### config.mk
export PLATFORM = sky130hd
export DESIGN_NAME = mem_arbiter
export DESIGN_NICKNAME = d
export VERILOG_FILES = /design/src/rtl/mem_arbiter_pkg.sv /design/src/rtl/mem_arbiter_rr_pick.sv /design/src/rtl/mem_arbiter.sv
export SDC_FILE = /design/constraint.sdc
export NUM_CORES = 1
export LEC_CHECK = 0
export CAP_MARGIN = 5
export CORE_UTILIZATION = 42
export CTS_CLUSTER_SIZE = 30
export DETAILED_ROUTE_END_ITERATION = 16
export PLACE_DENSITY = 0.78
export SYNTH_ARGS = -nofsm -noshare
export SYNTH_HDL_FRONTEND = slang
export SYNTH_SLANG_ARGS = --single-unit
### constraint.sdc
create_clock -name clk -period 2.8 [get_ports clk]
set_clock_uncertainty 0.2 [all_clocks]
set_input_delay 0.84 -clock clk [delete_from_list [all_inputs] [get_ports clk]]
set_output_delay 0.84 -clock clk [all_outputs]
set_load 0.01 [all_outputs]
### src/rtl/mem_arbiter_pkg.sv
// Shared GPU package: arbiter FSM states plus the core and LSU state
// encodings used by the blocks around the data-memory channel.
//   arb_state_t  - mem_arbiter controller states
//   CORE_*       - core pipeline state encodings
//   LSU_*        - load/store unit state encodings
//   rr_wrap      - reduce an index in [0, 2n) to [0, n)
//   idx_bits     - width of an index over n items (at least 1)
package mem_arbiter_pkg;

  typedef enum logic [1:0] {
    IDLE       = 2'd0,
    READ_WAIT  = 2'd1,
    WRITE_WAIT = 2'd2,
    RELAY      = 2'd3
  } arb_state_t;

  localparam logic [2:0] CORE_IDLE    = 3'd0;
  localparam logic [2:0] CORE_FETCH   = 3'd1;
  localparam logic [2:0] CORE_DECODE  = 3'd2;
  localparam logic [2:0] CORE_REQUEST = 3'd3;
  localparam logic [2:0] CORE_WAIT    = 3'd4;
  localparam logic [2:0] CORE_EXECUTE = 3'd5;
  localparam logic [2:0] CORE_UPDATE  = 3'd6;
  localparam logic [2:0] CORE_DONE    = 3'd7;

  localparam logic [1:0] LSU_IDLE       = 2'd0;
  localparam logic [1:0] LSU_REQUESTING = 2'd1;
  localparam logic [1:0] LSU_WAITING    = 2'd2;
  localparam logic [1:0] LSU_DONE       = 2'd3;

  function automatic int rr_wrap(input int idx, input int n);
    return (idx >= n) ? idx - n : idx;
  endfunction

  function automatic int idx_bits(input int n);
    return (n > 1) ? $clog2(n) : 1;
  endfunction

endpackage

### src/rtl/mem_arbiter_rr_pick.sv
// Combinational round-robin picker.
//   req          in   NUM_CONSUMERS  request vector
//   rr_ptr       in   IDX_BITS       first index to consider
//   grant_valid  out  1              some request is set
//   grant_index  out  IDX_BITS       first requester at or after rr_ptr (wrapping)
module rr_pick
  import mem_arbiter_pkg::*;
#(
  parameter int NUM_CONSUMERS = 4,
  parameter int IDX_BITS      = 2
) (
  input  logic [NUM_CONSUMERS-1:0] req,
  input  logic [IDX_BITS-1:0]      rr_ptr,
  output logic                     grant_valid,
  output logic [IDX_BITS-1:0]      grant_index
);

  logic [IDX_BITS-1:0] w_k;

  always_comb begin
    grant_valid = 1'b0;
    grant_index = '0;
    w_k         = '0;
    for (int i = 0; i < NUM_CONSUMERS; i++) begin
      w_k = IDX_BITS'(rr_wrap(int'(rr_ptr) + i, NUM_CONSUMERS));
      if (!grant_valid && req[w_k]) begin
        grant_valid = 1'b1;
        grant_index = w_k;
      end
    end
  end

endmodule

### src/rtl/mem_arbiter.sv
// Round-robin arbiter sharing one data-memory channel between LSUs.
//   clk                    in   1       rising-edge clock
//   reset                  in   1       async reset, active low
//   consumer_read_valid    in   N       per-LSU read request
//   consumer_read_address  in   N*A     per-LSU read address (LSU i at [i*A +: A])
//   consumer_read_ready    out  N       per-LSU read completion
//   consumer_read_data     out  N*D     per-LSU returned data
//   consumer_write_valid   in   N       per-LSU write request
//   consumer_write_address in   N*A     per-LSU write address
//   consumer_write_data    in   N*D     per-LSU write data
//   consumer_write_ready   out  N       per-LSU write completion
//   mem_read_valid/address out  1/A     channel read request
//   mem_read_ready/data    in   1/D     channel read acknowledge and data
//   mem_write_valid/address/data out 1/A/D channel write request
//   mem_write_ready        in   1       channel write acknowledge
//
// state      | meaning
// IDLE       | scanning from rr_ptr for a requester
// READ_WAIT  | channel read issued, holding until mem_read_ready
// WRITE_WAIT | channel write issued, holding until mem_write_ready
// RELAY      | completion shown to granted LSU until it drops valid
module mem_arbiter
  import mem_arbiter_pkg::*;
#(
  parameter int ADDR_BITS     = 8,
  parameter int DATA_BITS     = 8,
  parameter int NUM_CONSUMERS = 4
) (
  input  logic                               clk,
  input  logic                               reset,
  input  logic [NUM_CONSUMERS-1:0]           consumer_read_valid,
  input  logic [NUM_CONSUMERS*ADDR_BITS-1:0] consumer_read_address,
  output logic [NUM_CONSUMERS-1:0]           consumer_read_ready,
  output logic [NUM_CONSUMERS*DATA_BITS-1:0] consumer_read_data,
  input  logic [NUM_CONSUMERS-1:0]           consumer_write_valid,
  input  logic [NUM_CONSUMERS*ADDR_BITS-1:0] consumer_write_address,
  input  logic [NUM_CONSUMERS*DATA_BITS-1:0] consumer_write_data,
  output logic [NUM_CONSUMERS-1:0]           consumer_write_ready,
  output logic                               mem_read_valid,
  output logic [ADDR_BITS-1:0]               mem_read_address,
  input  logic                               mem_read_ready,
  input  logic [DATA_BITS-1:0]               mem_read_data,
  output logic                               mem_write_valid,
  output logic [ADDR_BITS-1:0]               mem_write_address,
  output logic [DATA_BITS-1:0]               mem_write_data,
  input  logic                               mem_write_ready
);

  localparam int IDX_BITS = idx_bits(NUM_CONSUMERS);

  arb_state_t                r_state, w_state_next;
  logic [IDX_BITS-1:0]       r_grant, w_grant_next;
  logic [IDX_BITS-1:0]       r_rr_ptr, w_rr_ptr_next;
  logic                      r_mem_read_valid, w_mem_read_valid_next;
  logic [ADDR_BITS-1:0]      r_mem_read_address, w_mem_read_address_next;
  logic                      r_mem_write_valid, w_mem_write_valid_next;
  logic [ADDR_BITS-1:0]      r_mem_write_address, w_mem_write_address_next;
  logic [DATA_BITS-1:0]      r_mem_write_data, w_mem_write_data_next;
  logic [NUM_CONSUMERS-1:0]  r_read_ready, w_read_ready_next;
  logic [NUM_CONSUMERS-1:0]  r_write_ready, w_write_ready_next;
  logic [DATA_BITS-1:0]      r_read_data [NUM_CONSUMERS];
  logic [DATA_BITS-1:0]      w_read_data_next [NUM_CONSUMERS];

  logic [ADDR_BITS-1:0]      w_rd_addr [NUM_CONSUMERS];
  logic [ADDR_BITS-1:0]      w_wr_addr [NUM_CONSUMERS];
  logic [DATA_BITS-1:0]      w_wr_data [NUM_CONSUMERS];
  logic [NUM_CONSUMERS-1:0]  w_req;
  logic                      w_pick_valid;
  logic [IDX_BITS-1:0]       w_pick_index;
  logic                      w_relay_done;

  for (genvar gi = 0; gi < NUM_CONSUMERS; gi++) begin : g_lanes
    assign w_rd_addr[gi] = consumer_read_address[gi*ADDR_BITS +: ADDR_BITS];
    assign w_wr_addr[gi] = consumer_write_address[gi*ADDR_BITS +: ADDR_BITS];
    assign w_wr_data[gi] = consumer_write_data[gi*DATA_BITS +: DATA_BITS];
    assign consumer_read_data[gi*DATA_BITS +: DATA_BITS] = r_read_data[gi];
  end

  assign w_req = consumer_read_valid | consumer_write_valid;

  rr_pick #(
    .NUM_CONSUMERS (NUM_CONSUMERS),
    .IDX_BITS      (IDX_BITS)
  ) u_rr_pick (
    .req         (w_req),
    .rr_ptr      (r_rr_ptr),
    .grant_valid (w_pick_valid),
    .grant_index (w_pick_index)
  );

  // RELAY ends once the LSU drops the valid matching the completion it was given.
  assign w_relay_done = (r_read_ready[r_grant]  && !consumer_read_valid[r_grant]) ||
                        (r_write_ready[r_grant] && !consumer_write_valid[r_grant]);

  always_comb begin
    w_state_next             = r_state;
    w_grant_next             = r_grant;
    w_rr_ptr_next            = r_rr_ptr;
    w_mem_read_valid_next    = r_mem_read_valid;
    w_mem_read_address_next  = r_mem_read_address;
    w_mem_write_valid_next   = r_mem_write_valid;
    w_mem_write_address_next = r_mem_write_address;
    w_mem_write_data_next    = r_mem_write_data;
    w_read_ready_next        = r_read_ready;
    w_write_ready_next       = r_write_ready;
    w_read_data_next         = r_read_data;

    case (r_state)
      IDLE: begin
        if (w_pick_valid) begin
          w_grant_next = w_pick_index;
          // Read wins when one LSU raises both; its write is picked up on a later grant.
          if (consumer_read_valid[w_pick_index]) begin
            w_mem_read_valid_next   = 1'b1;
            w_mem_read_address_next = w_rd_addr[w_pick_index];
            w_state_next            = READ_WAIT;
          end else begin
            w_mem_write_valid_next   = 1'b1;
            w_mem_write_address_next = w_wr_addr[w_pick_index];
            w_mem_write_data_next    = w_wr_data[w_pick_index];
            w_state_next             = WRITE_WAIT;
          end
        end
      end
      READ_WAIT: begin
        if (mem_read_ready) begin
          w_mem_read_valid_next     = 1'b0;
          w_read_data_next[r_grant] = mem_read_data;
          w_read_ready_next[r_grant] = 1'b1;
          w_state_next              = RELAY;
        end
      end
      WRITE_WAIT: begin
        if (mem_write_ready) begin
          w_mem_write_valid_next      = 1'b0;
          w_write_ready_next[r_grant] = 1'b1;
          w_state_next                = RELAY;
        end
      end
      RELAY: begin
        if (w_relay_done) begin
          w_read_ready_next  = '0;
          w_write_ready_next = '0;
          w_rr_ptr_next      = (r_grant == IDX_BITS'(NUM_CONSUMERS - 1)) ? '0 : r_grant + 1'b1;
          w_state_next       = IDLE;
        end
      end
      default: begin
        w_state_next = IDLE;
      end
    endcase
  end

  always_ff @(posedge clk or negedge reset) begin
    if (!reset) begin
      r_state             <= IDLE;
      r_grant             <= '0;
      r_rr_ptr            <= '0;
      r_mem_read_valid    <= 1'b0;
      r_mem_read_address  <= '0;
      r_mem_write_valid   <= 1'b0;
      r_mem_write_address <= '0;
      r_mem_write_data    <= '0;
      r_read_ready        <= '0;
      r_write_ready       <= '0;
      for (int i = 0; i < NUM_CONSUMERS; i++) begin
        r_read_data[i] <= '0;
      end
    end else begin
      r_state             <= w_state_next;
      r_grant             <= w_grant_next;
      r_rr_ptr            <= w_rr_ptr_next;
      r_mem_read_valid    <= w_mem_read_valid_next;
      r_mem_read_address  <= w_mem_read_address_next;
      r_mem_write_valid   <= w_mem_write_valid_next;
      r_mem_write_address <= w_mem_write_address_next;
      r_mem_write_data    <= w_mem_write_data_next;
      r_read_ready        <= w_read_ready_next;
      r_write_ready       <= w_write_ready_next;
      for (int i = 0; i < NUM_CONSUMERS; i++) begin
        r_read_data[i] <= w_read_data_next[i];
      end
    end
  end

  assign mem_read_valid       = r_mem_read_valid;
  assign mem_read_address     = r_mem_read_address;
  assign mem_write_valid      = r_mem_write_valid;
  assign mem_write_address    = r_mem_write_address;
  assign mem_write_data       = r_mem_write_data;
  assign consumer_read_ready  = r_read_ready;
  assign consumer_write_ready = r_write_ready;

endmodule

==> reports/results.txt, run 1 <==
pre-CTS WS -> -0.525 ns
final setup vio count -> 0
Final #Nets -> 659
Port Buffers -> 181
Fin. Hold Viols -> 0
Least-Margin Pin Slew -> 0.532 ns
met2 WL -> 5780 um
Hold WC Path Type -> in2async
DRT Pass-1 Iters -> 5
GRT overflow -> 0
final wirelength -> 11500 um
I/O pin cnt -> 182
post-DR vias/cell -> 5.31
EDFF count, synth -> 0
vias in the first global route -> 3722
Synth Flop Type -> dfrtp_1
Syn Inst Count -> 316
Worst Slack Setup Final -> 0.0743 ns
Worst VDD drop -> 0.739 mV
area delta synth->final -> 65.2%
antenna viol nets, final -> 0
Tot Pwr -> 6.69 mW
asr flop ratio synth -> 100%
initial core utilization -> 44.2%
first-pass GRT wire length -> 18500 um
CTS tree -> done
maximum clock rate -> 367 MHz
status -> finished, final reports clean
CP max FO -> 4
core area -> 8890 sq um
DRT met1 WL -> 4680 um
crit path DAT -> 2.75 ns
CP startpoint kind -> input port
CTS H-Tree Depth -> 3
P_leak -> 2.90 nW
Layout Cells excl Fill -> 648
max_cap viols -> 0
register area share after synthesis -> 45.9%
CP Capture Type -> register
crit path kind -> in2reg
Cell Area, Synth -> 3930 sq um
final hold slack -> 0.273 ns
DPL Wire Length -> 8560 um
DR vias -> 3439
Bufs on Longest Clock Path -> 2
Mean Syn Cell Area -> 12.4 sq um
hold buffer count at CTS -> 0
FP Rows -> 34
Max transition margin -> 64.5%
top routing layer in use -> met4
initial antenna violation count -> 0
Initial DRC Count -> 107
Finished Cell Area -> 6490 sq um
Final min period -> 2.73 ns
largest net degree at the start of global routing -> 41
layout cells sized above 1 -> 22.4%
gr usage total -> 24.3%
Die H -> 98.7 um
Synthesized Nets -> 440
ant diodes -> 0
Unique masters post-synth -> 42
DP Area -> 6120 sq um
#FFs+latches synth -> 72
setup_tns -> 0 ns
synth warn -> 0
gpl congestion -> 0.897
dpl cells -> 623
DRC -> 0
Critical Path RT -> 2.82 ns
CTS Root Cell -> clkbuf_8
die area -> 9740 sq um
Pwr Density -> 1030 nW/um^2
RSZ-0062 raised after global routing -> false
clock sinks -> 72
CTS clk-pin slew, worst paths -> 0.08 ns
Max Transition Viols Final -> 0
Die Wd -> 98.7 um
Wirelength per Cell -> 17.8 um
clk_lat worst skew -> 0.34 ns
met3 routed WL -> 818 um
final worst path period share -> 97.3%
total CTS buffers -> 9
Layout fillers -> 651
post-layout util -> 73.0%
## power by group
| group | switching [mW] | internal (mW) | total (mW) |
|---|---|---|---|
| combinational | 1.60 | 2.25 | 3.85 |
| sequential | 0.344 | 1.57 | 1.91 |
| clock | 0.420 | 0.513 | 0.933 |
## what timing repair did
action                                  CTS  global route
endpoints found under the setup margin   25            26
gates cloned                              1             1
buffers inserted                          3             4
resized for setup                        16            18
pin swaps                                 7             8
## critical path, stage by stage
cell       delay [ns]
clkbuf_2         0.12
o21a_4           0.25
o21ai_4          0.17
o311ai_4         0.13
a221o_1          0.33
buf_4            0.16
nand3b_1         0.22
clkbuf_16        0.20
mux2_1           0.31
## metal layers
layer | vias to the layer above | global-route usage (%)
met5 | - | 0
met4 | 0 | 7.69
met3 | 23 | 7.23
met2 | 132 | 42.3
met1 | 1683 | 28.9
li1 | 1601 | -
## cell usage in the layout, fill, tap and decap left out, types with 3 or more instances in the layout
cell type,count
a21oi_1,20
a22oi_1,4
buf_12,6
buf_4,34
clkbuf_2,6
clkbuf_8,9
clkdlybuf4s50_1,172
clkinv_4,3
dfrtp_1,72
ha_1,8
inv_1,13
mux2_1,17
mux2_2,42
mux2i_1,72
nand2_1,4
nand2b_1,5
nand3_1,6
nor2_4,3
o21ai_0,4
## cells in the mapped netlist (5+ instances only)
| cell | instances | area, sq um |
|---|---|---|
| dfrtp_1 | 72 | 1800 |
| mux2i_1 | 72 | 721 |
| mux2_2 | 42 | 473 |
| a21oi_1 | 21 | 105 |
| mux2_1 | 17 | 191 |
| inv_1 | 13 | 48.8 |
| ha_1 | 8 | 100 |
| buf_2 | 7 | 35.0 |
| nand3_1 | 6 | 30.0 |
| nand2b_1 | 5 | 31.3 |
## flip-flops by register name (all words and copies together), names as in the netlist
register,count
mem_write_data,8
consumer_read_ready,4
r_grant,2
r_rr_ptr,2
mem_read_valid,1
consumer_write_ready,4
mem_write_address,8
mem_write_valid,1
mem_read_address,8
consumer_read_data,32
r_state,2
## area by class of cell
| cell class | instances | area [sq um] | area share [%] |
|---|---|---|---|
| Tap cell | 108 | 135 | 2.08 |
| Sequential cell | 72 | 1800 | 27.8 |
| Clock buffer | 9 | 124 | 1.91 |
| Clock inverter | 7 | 104 | 1.60 |
| Inverter | 13 | 48.8 | 0.752 |
| Multi-Input combinational cell | 217 | 2080 | 32.0 |
| Timing Repair Buffer | 222 | 2200 | 33.9 |
## final timing paths
check                                                 start  cells past startpoint                                end  slack [ns]
max in group asynchronous                             reset                      2  consumer_read_data[4]$_DFFE_PN0P_        1.58
min reg2reg                mem_write_address[6]$_DFFE_PN0P_                      1   mem_write_address[6]$_DFFE_PN0P_        0.29
min                                                   reset                      1    mem_read_address[2]$_DFFE_PN0P_        0.27
min in group clk           mem_write_address[6]$_DFFE_PN0P_                      1   mem_write_address[6]$_DFFE_PN0P_        0.29
max                                 consumer_write_valid[0]                      9    mem_read_address[4]$_DFFE_PN0P_        0.07
max reg2reg                         r_rr_ptr[1]$_DFFE_PN0P_                      8    mem_read_address[4]$_DFFE_PN0P_        0.20
## cells by family after synthesis
| group | Yosys count | share of synthesized area [%] |
|---|---|---|
| flip-flops | 72 | 45.9 |
| multiplexers | 132 | 35.8 |
| AND/OR/NAND/NOR | 29 | 3.92 |
| buffers and inverters | 27 | 3.38 |
| AO/OA/AOI/OAI | 48 | 8.44 |
| adder cells (fa/ha/maj) | 8 | 2.55 |
No activity file was read; power rests on OpenSTA's default activity.
==> run 2: changes to the inputs <==
CTS_BUF_LIST = sky130_fd_sc_hd__clkbuf_8 sky130_fd_sc_hd__clkbuf_16   (was not set)
clock period = 2.6 ns   (was 2.8 ns; I/O delays follow)
==> reports/results.txt, run 2 (synthesis results as in run 1) <==
status -> finished, final reports clean
Max transition margin -> 77.6% (+13 points)
CTS Root Cell -> clkbuf_8
Pwr Density -> 1110 nW/um^2 (+8.0%)
layout cells sized above 1 -> 26.8% (+4.4 points)
hold buffer count at CTS -> 0 (unchanged)
clock group share of total power -> 11.3% (-2.6 points)
post-DR vias/cell -> 5.26 (-0.83%)
largest net degree at the start of global routing -> 46 (+12%)
crit path kind -> in2reg
CTS H-Tree Depth -> 3 (unchanged)
final wirelength -> 12100 um (+4.9%)
FP Rows -> 34 (unchanged)
Seq pwr share -> 27.8% (-0.7 points)
first-pass GRT wire length -> 19300 um (+4.2%)
final worst path period share -> 98.0%
Die Wd -> 98.7 um (unchanged)
CP Capture Type -> register
initial antenna violation count -> 0 (unchanged)
Largest register FFs -> 32 (unchanged)
Least-Margin Pin Slew -> 0.336 ns (-0.196 ns)
post-layout util -> 74.3% (+1.3 points)
total CTS buffers -> 9 (unchanged)
CP max FO -> 4 (unchanged)
crit path DAT -> 2.59 ns (-0.16 ns)
CP startpoint kind -> input port
clock sinks -> 72 (unchanged)
vias in the first global route -> 3855 (+3.6%)
DRC -> 0 (unchanged)
DRT Pass-1 Iters -> 4 (-1)
gpl congestion -> 0.901 (+0.40%)
Psw -> 2.67 mW (+13%)
area delta synth->final -> 68.1%
Die H -> 98.7 um (unchanged)
CTS tree -> done
Hold WC Path Type -> in2async
DPL Wire Length -> 8760 um (+2.4%)
Final min period -> 2.55 ns
P_leak -> 2.97 nW (+2.6%)
initial core utilization -> 44.2% (unchanged)
Wirelength per Cell -> 18.3 um (+2.8%)
DR vias -> 3479 (+1.2%)
max_cap viols -> 0 (unchanged)
final setup vio count -> 0 (unchanged)
gr usage total -> 25.5% (+1.2 points)
maximum clock rate -> 393 MHz
core area -> 8890 sq um (unchanged)
Pint -> 4.69 mW (+8.3%)
commonest cells after routing, fill and taps aside -> clkdlybuf4s50_1, dfrtp_1, mux2i_1
GRT overflow -> 0 (unchanged)
Final #Nets -> 672 (+2.0%)
Critical Path RT -> 2.64 ns (-0.18 ns)
Tot Pwr -> 7.36 mW (+9.9%)
dpl cells -> 637 (+2.2%)
Bufs on Longest Clock Path -> 2 (unchanged)
I/O pin cnt -> 182 (unchanged)
die area -> 9740 sq um (unchanged)
clk_lat worst skew -> 0.35 ns (about the same)
Sw Ratio -> 36.3% (+0.98 points)
CTS clk-pin slew, worst paths -> 0.08 ns (about the same)
Fin. Hold Viols -> 0 (unchanged)
Gate power share -> 60.9% (+3.4 points)
ant diodes -> 0 (unchanged)
Max Transition Viols Final -> 0 (unchanged)
Register-to-Register Path Depth -> 8 (unchanged)
Layout Cells excl Fill -> 661 (+2.0%)
antenna viol nets, final -> 0 (unchanged)
final hold slack -> 0.0541 ns (-0.219 ns)
Reg-to-Reg End -> mem_read_address[7]$_DFFE_PN0P_
commonest non-fill, non-tap cell in the layout -> clkdlybuf4s50_1
Port Buffers -> 181 (unchanged)
flop-to-flop setup slack -> 0.20 ns (about the same)
Reg-to-Reg Start -> r_rr_ptr[1]$_DFFE_PN0P_
Worst VDD drop -> 0.703 mV (-4.9%)
Initial DRC Count -> 94 (-12%)
==> run 2: per-layer routing <==
metal  vias up  routed length [um]  global-route usage, %
li1       1637                   -                      -
met1      1688                4980                   29.7
met2       130                5970                   44.9
met3        24                 886                   7.45
met4         0                 257                   9.07
met5         -                   0                      0
==> run 2: what timing repair did <==
| item | 4_1_cts | 5_1_grt |
|---|---|---|
| gates resized for setup | 49 | 16 |
| buffers inserted | 5 | 2 |
| setup endpoints to repair | 32 | 25 |
| cloned | 1 | 2 |
| pin swaps | 12 | 9 |
==> run 2: power groups by stage <==
stage               registers (mW)  logic [mW]  clock network [mW]
floorplan                     2.23        1.87                   0
global route                  2.11        4.77               0.900
detailed placement            2.05        4.09                   0
global placement              2.02        3.99                   0
CTS                           2.04        4.39               0.852
finish                        2.05        4.48               0.832
==> run 2: worst max-delay path by stage <==
stage                            start                               end  slack (ns)  depth (start not counted)
2_1_floorplan   consumer_read_valid[2]  mem_write_address[0]$_DFFE_PN0P_       -0.14                          8
3_3_place_gp   consumer_write_valid[0]   mem_read_address[7]$_DFFE_PN0P_       -0.61                          8
3_5_place_dp   consumer_write_valid[1]     mem_write_data[2]$_DFFE_PN0P_       -0.69                          8
4_1_cts         consumer_read_valid[1]     mem_write_data[5]$_DFFE_PN0P_       0.009                          9
5_1_grt        consumer_write_valid[0]   mem_read_address[7]$_DFFE_PN0P_      -0.005                         10
6_report        consumer_read_valid[3]   mem_read_address[7]$_DFFE_PN0P_        0.05                          9
==> run 2: metrics by stage <==
step / TNS, ns / instance area [sq um] / worst slack [ns]
final: 0 / 6600 / 0.0524
after global placement: -19.55 / 6210 / -0.608
after floorplan: -1.90 / 3940 / -0.136
after global routing: -0.00524 / 6600 / -0.00524
after detailed placement: -21.98 / 6210 / -0.689
after CTS: 0 / 6550 / 0.00884
==> run 2: final cells by class <==
cell class | count | area (sq um)
Timing Repair Buffer | 235 | 2290
Fill cell | 639 | 2290
Multi-Input combinational cell | 217 | 2150
Sequential cell | 72 | 1800
Tap cell | 108 | 135
Clock buffer | 9 | 124
Clock inverter | 7 | 61.3
Inverter | 13 | 48.8
==> run 2: critical path: stages <==
cell and delay, ns:
dlygate4sd2_1 0.27, nor2_4 0.18, o311ai_4 0.14, and2_4 0.17, a211o_4 0.34, nand3b_1 0.09, buf_4 0.15, clkbuf_16 0.14
mux2_2 0.32
